===== src/rtl/rvmyth_out_capture.sv =====
// Change capture for the RVMYTH OUT bus: samples cpu_out, queues each value change into a FWFT FIFO.
// Optional timestamps: define RVMYTH_OUT_CAPTURE_TS_EN to store a free-running cycle count per entry.
module rvmyth_out_capture #(
  parameter int DATA_W = 10,
  parameter int DEPTH  = 16,
  parameter int TS_W   = 16
) (
  input  logic                       CLK,
  input  logic                       reset,
  input  logic [DATA_W-1:0]          cpu_out,
  input  logic                       en,
  input  logic                       ovf_clr,
  input  logic                       rd_ready,
  output logic                       rd_valid,
  output logic [DATA_W-1:0]          rd_data,
  output logic [TS_W-1:0]            rd_ts,
  output logic [$clog2(DEPTH):0]     level,
  output logic                       overflow,
  output logic [7:0]                 drop_cnt
);
  localparam int AW = $clog2(DEPTH);

  logic [DATA_W-1:0] s_q, s_d, prev_q, prev_d;
  logic              prev_vld_q, prev_vld_d;
  logic [AW:0]       wr_ptr_q, wr_ptr_d, rd_ptr_q, rd_ptr_d;
  logic              overflow_q, overflow_d;
  logic [7:0]        drop_cnt_q, drop_cnt_d;
  logic [DATA_W-1:0] mem_data [DEPTH];
  logic              change, full, empty, push, pop, drop;

  assign empty  = (wr_ptr_q == rd_ptr_q);
  assign full   = (wr_ptr_q == {~rd_ptr_q[AW], rd_ptr_q[AW-1:0]});
  assign change = en && (!prev_vld_q || (s_q != prev_q));
  assign pop    = !empty && rd_ready;
  // A pop on the same edge frees the slot, so a full FIFO still accepts the push.
  assign push   = change && (!full || pop);
  assign drop   = change && full && !pop;

  always_comb begin
    s_d        = cpu_out;
    prev_d     = prev_q;
    prev_vld_d = prev_vld_q;
    wr_ptr_d   = wr_ptr_q;
    rd_ptr_d   = rd_ptr_q;
    overflow_d = overflow_q;
    drop_cnt_d = drop_cnt_q;
    if (!en) begin
      prev_vld_d = 1'b0;
    end else if (change) begin
      prev_d     = s_q;
      prev_vld_d = 1'b1;
    end
    if (push) wr_ptr_d = wr_ptr_q + 1'b1;
    if (pop)  rd_ptr_d = rd_ptr_q + 1'b1;
    if (ovf_clr) begin
      overflow_d = drop;
      drop_cnt_d = drop ? 8'd1 : 8'd0;
    end else if (drop) begin
      overflow_d = 1'b1;
      if (drop_cnt_q != 8'hFF) drop_cnt_d = drop_cnt_q + 1'b1;
    end
  end

  always_ff @(posedge CLK or negedge reset) begin
    if (!reset) begin
      s_q        <= '0;
      prev_q     <= '0;
      prev_vld_q <= 1'b0;
      wr_ptr_q   <= '0;
      rd_ptr_q   <= '0;
      overflow_q <= 1'b0;
      drop_cnt_q <= '0;
    end else begin
      s_q        <= s_d;
      prev_q     <= prev_d;
      prev_vld_q <= prev_vld_d;
      wr_ptr_q   <= wr_ptr_d;
      rd_ptr_q   <= rd_ptr_d;
      overflow_q <= overflow_d;
      drop_cnt_q <= drop_cnt_d;
    end
  end

  always_ff @(posedge CLK) begin
    if (push) mem_data[wr_ptr_q[AW-1:0]] <= s_q;
  end

  assign rd_valid = !empty;
  assign rd_data  = empty ? '0 : mem_data[rd_ptr_q[AW-1:0]];
  assign level    = wr_ptr_q - rd_ptr_q;
  assign overflow = overflow_q;
  assign drop_cnt = drop_cnt_q;

`ifdef RVMYTH_OUT_CAPTURE_TS_EN
  logic [TS_W-1:0] ts_cnt_q, ts_cnt_d;
  logic [TS_W-1:0] mem_ts [DEPTH];

  always_comb ts_cnt_d = ts_cnt_q + 1'b1;

  always_ff @(posedge CLK or negedge reset) begin
    if (!reset) ts_cnt_q <= '0;
    else        ts_cnt_q <= ts_cnt_d;
  end

  always_ff @(posedge CLK) begin
    if (push) mem_ts[wr_ptr_q[AW-1:0]] <= ts_cnt_q;
  end

  assign rd_ts = empty ? '0 : mem_ts[rd_ptr_q[AW-1:0]];
`else
  assign rd_ts = '0;
`endif

endmodule


===== config.mk =====
export PLATFORM = sky130hd
export DESIGN_NAME = rvmyth_out_capture
export DESIGN_NICKNAME = d
export VERILOG_FILES = /design/src/rtl/rvmyth_out_capture.sv
export SDC_FILE = /design/constraint.sdc
export NUM_CORES = 1
export LEC_CHECK = 0
export ABC_AREA = 0
export CAP_MARGIN = 20
export CORE_MARGIN = 2
export CORE_UTILIZATION = 32
export DETAILED_ROUTE_END_ITERATION = 16
export PLACE_DENSITY_LB_ADDON = 0.05
export SYNTH_ARGS = -nofsm -noshare
export SYNTH_HDL_FRONTEND = slang
export SYNTH_SLANG_ARGS = --single-unit

===== constraint.sdc =====
create_clock -name CLK -period 7.85 [get_ports CLK]
set_input_delay 1.1775 -clock CLK [delete_from_list [all_inputs] [get_ports CLK]]
set_output_delay 1.1775 -clock CLK [all_outputs]
set_load 0.005 [all_outputs]

# ---- Yosys cells after proc, flatten, opt, wreduce, memory -nomap -nowiden
# Memory sizes are Yosys's and may differ from the RTL's.
# Cells that the tools add are included.
dict set report word_totals {
  regBits 40
  latch_bits 0
  ramBits 160
  romBits 0
  inputBits 15
  output_inout_bits 41
  mem_count 1
}
# memory depth width rd rd_clocked_by_memory_dff wr line_no
set memory_table {}
lappend memory_table {mem_data 16 10 1 0 1 28} ;# logic [DATA_W-1:0] mem_data [DEPTH];
dict set report classes {
  addsub 4
  mul 0
  div 0
  n_lt_le_gt_ge 0
  eq_ne 5
  n_shift 0
  mux 11
  n_bitwise 1
  n_reduce_logical 15
}
# cell count
set ops {}
lappend ops {{$mux 8} 3}
lappend ops {{$add 5x1->5 const B} 2}
lappend ops {{$eq 5x5->1} 2}
lappend ops {{$mux 10} 1}
lappend ops {{$ne 10x10->1} 1}
lappend ops {{$add 8x1->8 const B} 1}
lappend ops {{$ne 8x8->1 const B} 1}
lappend ops {{$mux 1} 7}
lappend ops {{$logic_and 1x1->1} 5}
lappend ops {{$sub 5x5->5} 1}
lappend ops {{$logic_not 1->1} 4}
lappend ops {{$reduce_and 2->1} 2}
lappend ops {{$reduce_bool 2->1} 2}
lappend ops {{$logic_or 1x1->1} 2}
lappend ops {{$ne 2x1->1 const B} 1}
lappend ops {{$not 1->1} 1}

# ---- Depth between registers and ports, before layout
# Gate-level depths: netlist of run 1.
dict set report depth {
  ltp_word 7
  depth_mapped 10
  depth_no_buf 7
}

# ---- Worst setup path before layout of run 1
# Ideal clock, no wire load.
dict set report synth_timing {
  path_type {register to output}
  start {register rd_ptr_q[0]}
  end {output rd_data[0]}
  arrival_ps 2017
  t_required_ps 6673
  slack_ps 4656
  path_stages_with_launch 6
  n_path_buf 2
  cell_sequence {dfrtp_1 > clkbuf_1 > buf_2 > mux4_2 > mux4_2 > nor2b_1}
}
dict set report synth_between {
  elab_chain_cells 2
  elab_cells_between_ends 3
  classes_between {eq/ne: 1; mux: 1; memory: 1}
}
# element line_no
set synth_rtl {}
lappend synth_rtl {{from (decl)} 25} ;# logic [AW:0] wr_ptr_q, wr_ptr_d, rd_ptr_q, rd_ptr_d;
lappend synth_rtl {{from (signal assigned)} 78} ;# rd_ptr_q <= rd_ptr_d;
lappend synth_rtl {{$mem_v2 16x10 / $eq 5x5->1 (equally long branches)} n/a}
lappend synth_rtl {{$mux 10 (*)} 89} ;# assign rd_data = empty ? '0 : mem_data[rd_ptr_q[AW-1:0]];
lappend synth_rtl {{to (decl)} 15} ;# output logic [DATA_W-1:0] rd_data,
# Every way passes the cells marked *; elsewhere a longest branch is shown, timed or not.

# ---- Final worst setup path of run 1
dict set report layout_timing {
  start {register rd_ptr_q[0]}
  end {output rd_data[1]}
}
# The elaborated chain is that of the path after synthesis.

==> results.json, run 1 <==
{
  "drtIter0Drc": 377,
  "wire_per_inst_um": 22.86,
  "maxCapViolations": 0,
  "ir_drop_mv": 0.1215,
  "nets": 511,
  "drt-vias-per-instance": 4.905,
  "firstDrtPassIters": 4,
  "avgSynthCellArea_sq_um": 18.72,
  "hold_buffers": 0,
  "place_inst": 796,
  "io_pins": 56,
  "synth_compound_area_frac": 0.01652,
  "clock_latency_ns": 0.43,
  "drive_gt1_frac": 0.2108,
  "drc": 0,
  "grt_pass1_wl_mm": 28.26,
  "pwr-share-clk": 0.265,
  "synthMuxAreaShare": 0.1526,
  "cp-end-kind": "output pin",
  "status": "finished clean",
  "p_per_area_nw_per_um2": 350.3,
  "antenna_found_initial": 0,
  "final.setup.tns_ns": 0,
  "min_period_over_period": 0.5838,
  "via_count": 4061,
  "synth_common_cells": "edfxtp_1 (160), mux4_2 (50), dfrtp_1 (40)",
  "synthArstFlopShare": 0.2000,
  "netlist_top_cells_area": "edfxtp_1 (58%), mux4_2 (14%), dfrtp_1 (12%)",
  "n_antenna_cell": 0,
  "cts-htree-levels": 4,
  "cts_setup_buffers": 0,
  "worst-path-max-fanout": 32,
  "hold_violations": 0,
  "place.gp.congestion": 0.7005,
  "worst_slew_pin_slew_ns": 0.9478,
  "clk_path_buf_depth": 2,
  "synth_top_area_cell": "edfxtp_1",
  "synth.most_common_cell": "edfxtp_1",
  "die_y_um": 164.6,
  "fillerInstances": 2310,
  "cts-resized-gates": 0,
  "tritoncts": "built",
  "fin_ws_ns": 3.267,
  "core-area_sq_um": 25250,
  "cts_root_buf": "clkbuf_16",
  "cpPeakStageDelay_ns": 0.63,
  "cp_common_cell": "mux4_2",
  "synth_edf_count": 160,
  "synth_xor_xnor_area_share": 0.02440,
  "antenna_left": 0,
  "worstPathRequired_ns": 6.67,
  "core.rowCount": 58,
  "maxSlewViolCount": 0,
  "numCtsBuffers": 17,
  "worstPathArrival_ns": 3.41,
  "path_clk_slew_ns": 0.08,
  "synth_fa_ha_area_frac": 0.01758,
  "ys_warn_count": 0,
  "timing.fmax_mhz": 218.2,
  "start_util": 0.3269,
  "hp-class": "flip-flop to flip-flop",
  "wl_mm": 18.93,
  "crit_chain": "buf_4 -> mux4_2 -> mux4_2 -> nor2b_1 -> clkdlybuf4s50_1",
  "ys_ff_latch": 200,
  "grt_overflow": 0,
  "grtUsageTotal": 0.1488,
  "synth-main-ff-cell": "edfxtp_1",
  "swShare": 0.2930,
  "period_needed_ns": 4.583,
  "synthCells": 441,
  "io_buffers": 39,
  "ys_seq_area_frac": 0.7032,
  "place_ws_ns": 3.608,
  "rsz0062_at_grt": "no",
  "fin_skew_ns": 0.01273,
  "area_growth_pct": 15.82,
  "synth_top_area_frac": 0.5820,
  "crit_type": "flip-flop to output pin",
  "cts_sinks": 200,
  "p_comb_frac": 0.325,
  "switching_power_uw": 981.4,
  "crit_path_start_kind": "flip-flop",
  "seq_power_share": 0.410,
  "fin_util": 0.3786,
  "die_w_um": 164.6,
  "dpl.hpwl_mm": 11.73,
  "slowest_stage": "dfrtp_2",
  "grt_pass1_vias": 4337,
  "synth-simple-area-share": 0.05487,
  "setup_viol": 0,
  "grt_max_degree": 45,
  "ys_types": 36,
  "netlist_area_sq_um": 8255,
  "power.internal_mw": 2.368,
  "relSlewSlack": 0.3681,
  "final_cells": 828,
  "p_leak_nw": 3.269,
  "dieArea_sq_um": 27100,
  "synth_top_family_by_area": "multiplexers"
}
[state kept, by name (all words and copies together), names as in the netlist]
signal	count
drop_cnt	8
wr_ptr_q	5
s_q	10
rd_ptr_q	5
mem_data	160
overflow	1
prev_vld_q	1
prev_q	10
[kinds of logic (layout without fill, tap and decap cells)]
| group | after synthesis | after routing |
|---|---|---|
| simple gates | 77 | 77 |
| xor+xnor | 23 | 23 |
| compound gates | 20 | 20 |
| mux | 62 | 62 |
| flops | 200 | 200 |
| other cells | 1 | 16 |
| buf+inv | 47 | 89 |
| fa+ha+maj | 11 | 11 |
[metrics by stage]
stage | hold WS, ns | power (mW) | instance area, sq um
finish | 0.4977 | 3.350 | 9562
CTS | 0.5059 | 3.408 | 9562
detailed placement | 0.4888 | 2.514 | 8962
global placement | 0.4760 | 2.507 | 8962
floorplan | 0.4675 | 2.044 | 8312
global route | 0.5191 | 3.531 | 9562
[cell usage in the layout, fill, tap and decap left out, types with 5 or more instances in the layout]
cell type	Yosys	routed
mux2_2	11	11
clkdlybuf4s50_1	0	38
clkbuf_16	0	19
nand2_1	5	5
ha_1	10	10
xnor2_1	18	18
a21oi_1	7	7
nand4_1	9	9
dfrtp_1	40	38
nor2b_1	14	14
mux4_2	50	50
o31ai_1	6	5
nand3_1	8	8
nor2_1	6	6
and3_1	16	16
buf_4	16	6
conb_1	1	16
or4_1	6	6
edfxtp_1	160	160
xor2_1	5	5
inv_1	12	12
[final timing paths]
| check | start | endpoint | slack (ns) | cells past startpoint |
|---|---|---|---|---|
| setup / recovery | rd_ptr_q[0] | rd_data[1] | 3.27 | 5 |
| hold / removal | overflow | overflow | 0.50 | 1 |
| setup reg to reg | rd_ptr_q[3] | mem_data[5][1] | 4.14 | 6 |
| hold reg to reg | overflow | overflow | 0.50 | 1 |
| max in group asynchronous | reset | rd_ptr_q[0] | 6.34 | 1 |
| min in group asynchronous | reset | s_q[7] | 0.88 | 1 |
[layer usage]
layer,wire length [um],vias to the layer above,track usage
met4,183,0,0.03794
met2,9525,100,0.2482
met5,0,-,0
met3,794,15,0.02938
met1,8426,2150,0.2006
li1,-,1796,-
[final cells by class]
type,instances,area [sq um],area share
sequential,200,5808,0.6074
timing repair buffer,45,430.4,0.04501
multi-input combinational,209,2266,0.2370
clock inverter,10,102.6,0.01073
inverter,12,45.04,0.004711
clock buffer,22,496.7,0.05195
tap,330,412.9,0.04318
[power groups by stage]
| stage | sequential (mW) | combinational, mW | clock (mW) |
|---|---|---|---|
| 2_1_floorplan | 1.34 | 0.705 | 0 |
| 3_3_place_gp | 1.40 | 1.11 | 0 |
| 3_5_place_dp | 1.40 | 1.11 | 0 |
| 4_1_cts | 1.38 | 1.12 | 0.913 |
| 5_1_grt | 1.39 | 1.18 | 0.957 |
| 6_report | 1.37 | 1.09 | 0.888 |
[critical path, delay by kind of cell, from the launching register on]
| family | cells | cell delay [ns] |
|---|---|---|
| and+or+nand+nor | 1 | 0.15 |
| DFF | 1 | 0.63 |
| buffers and inverters | 2 | 1.08 |
| muxes | 2 | 1.10 |
(Power assumes the default switching activity.)
==> run 2, diff against run 1 <==
==> constraint.sdc (replaced) <==
create_clock -name CLK -period 4.45 [get_ports CLK]
set_input_delay 0.6675 -clock CLK [delete_from_list [all_inputs] [get_ports CLK]]
set_output_delay 0.6675 -clock CLK [all_outputs]
set_load 0.005 [all_outputs]
==> run 2 against run 1 <==
Cell count grew 0.60%. Critical path depth is the same. Worst hold slack lost 0.13 ns. Utilization grew 0.14 points. Sequential cell count is the same. Clock power grew 73%. Total power grew 78%. Via count shrank 2.0%. First-iteration DRC count shrank 29%. Clock-buffer cell count shrank 5. Critical path type unchanged. Largest cell class unchanged. Largest power group unchanged.
==> results.json, run 2 (same netlist as run 1, synthesis figures left out) <==
{
  "path_clk_slew_ns": 0.07,
  "wire_per_inst_um": 22.36,
  "start_util": 0.3269,
  "cp-end-kind": "output pin",
  "die_w_um": 164.6,
  "wl_mm": 18.62,
  "ir_drop_mv": 0.2166,
  "dpl.hpwl_mm": 11.89,
  "cp_common_cell": "mux4_2",
  "cts-resized-gates": 0,
  "clk_path_buf_depth": 2,
  "fillerInstances": 2324,
  "period_needed_ns": 3.776,
  "hp-class": "input port to async pin",
  "crit_type": "flip-flop to output pin",
  "tritoncts": "built",
  "fin_skew_ns": 0.01351,
  "timing.fmax_mhz": 264.8,
  "timing.hold.ws_ns": 0.3697,
  "hold_buffers": 0,
  "crit_path_start_kind": "flip-flop",
  "numCtsBuffers": 17,
  "rsz0062_at_grt": "no",
  "worst-path-max-fanout": 20,
  "dieArea_sq_um": 27100,
  "slowest_stage": "dfrtp_2",
  "worst_slew_pin_slew_ns": 0.9333,
  "core-area_sq_um": 25250,
  "multi_input_area_sq_um": 2266,
  "cts_setup_buffers": 0,
  "relSlewSlack": 0.3778,
  "hold_violations": 0,
  "final.setup.tns_ns": 0,
  "core.rowCount": 58,
  "grt_overflow": 0,
  "crit_chain": "buf_12 -> mux4_2 -> mux4_2 -> nor2b_1 -> clkdlybuf4s50_1",
  "maxCapViolations": 0,
  "antenna_left": 0,
  "n_antenna_cell": 0,
  "io_pins": 56,
  "maxSlewViolCount": 0,
  "grt_pass1_vias": 4286,
  "drt-vias-per-instance": 4.776,
  "nets": 516,
  "p_per_area_nw_per_um2": 621.0,
  "setup_viol": 0,
  "worstPathArrival_ns": 3.11,
  "largest_reg_flops": 160,
  "p_leak_nw": 3.295,
  "place_ws_ns": 1.047,
  "drive_gt1_frac": 0.2207,
  "cts_root_buf": "clkbuf_16",
  "worstPathRequired_ns": 3.78,
  "final_cell_mix": "edfxtp_1 (160), mux4_2 (50), dfrtp_1 (38), clkdlybuf4s50_1 (38), xnor2_1 (18)",
  "register_area_sq_um": 5808,
  "fin_ws_ns": 0.6738,
  "layout_commonest_cell": "edfxtp_1",
  "cpPeakStageDelay_ns": 0.71,
  "firstDrtPassIters": 6,
  "clock_latency_ns": 0.43,
  "io_buffers": 39,
  "antenna_found_initial": 0,
  "grtUsageTotal": 0.1478,
  "die_y_um": 164.6,
  "status": "finished clean",
  "via_count": 3978,
  "grt_max_degree": 45,
  "drc": 0,
  "grt_pass1_wl_mm": 28.19,
  "cts-htree-levels": 4,
  "cts_sinks": 200,
  "area_growth_pct": 16.26,
  "min_period_over_period": 0.8486,
  "place.gp.congestion": 0.7166,
  "drtIter0Drc": 269
}
run 2: cell types whose count changed in the layout (fill, tap and decap cells not counted), moves of 2 or more:
| cell | change |
|---|---|
| clkinv_8 | +2 |
| clkinvlp_4 | -2 |
| clkbuf_1 | -2 |
| inv_4 | -2 |
| clkinv_4 | +2 |
| inv_6 | +3 |
| buf_4 | +4 |
| clkbuf_16 | -2 |
run 2: cell type report:
| type | instances | share of cell area |
|---|---|---|
| Clock inverter | 15 | 0.01669 |
| Tap cell | 330 | 0.04302 |
| Sequential cell | 200 | 0.6051 |
| Timing Repair Buffer | 50 | 0.05006 |
| Inverter | 12 | 0.004693 |
| Multi-Input combinational cell | 209 | 0.2361 |
| Clock buffer | 17 | 0.04432 |
run 2: per-layer routing:
| metal | track usage | part of all wire | routed length (um) | up-vias |
|---|---|---|---|---|
| met3 | 0.02587 | 0.028 | 514 | 13 |
| met1 | 0.2123 | 0.49 | 9147 | 2101 |
| met4 | 0.03794 | 0.0083 | 155 | 0 |
| met2 | 0.2339 | 0.47 | 8805 | 57 |
| li1 | - | - | - | 1807 |
| met5 | 0 | 0 | 0 | - |
run 2: power breakdown:
part           switching, mW  internal (mW)  total (mW)
logic                  0.907           1.11        2.02
registers              0.162           2.24        2.40
clock network          0.742          0.797        1.54
total                   1.81           4.15        5.96
run 2: critical path: cells and delay by family (launching register included):
family / cells / cell delay, ns
DFF: 1 / 0.71
and+or+nand+nor: 1 / 0.16
buffers and inverters: 2 / 0.73
muxes: 2 / 1.06
run 2: path summary, 6_finish.rpt:
kind,from,end,slack [ns],cells after the start
max in group asynchronous,reset,rd_ptr_q[0],3.45,1
max,rd_ptr_q[0],rd_data[7],0.67,5
min in group CLK,overflow,overflow,0.50,1
min,reset,s_q[7],0.37,1
max reg2reg,rd_ptr_q[1],mem_data[2][8],1.37,8
min reg2reg,overflow,overflow,0.50,1
run 2: per-stage QoR:
step / total power, mW / std cells / utilization / area, sq um
after detailed placement: 4.533 / 801 / 0.3569 / 9012
after floorplan: 3.605 / 456 / - / 8312
final: 5.961 / 833 / 0.3801 / 9598
after global placement: 4.539 / 801 / 0.3569 / 9012
after CTS: 6.075 / 833 / 0.3801 / 9598
after global routing: 6.283 / 833 / 0.3801 / 9598
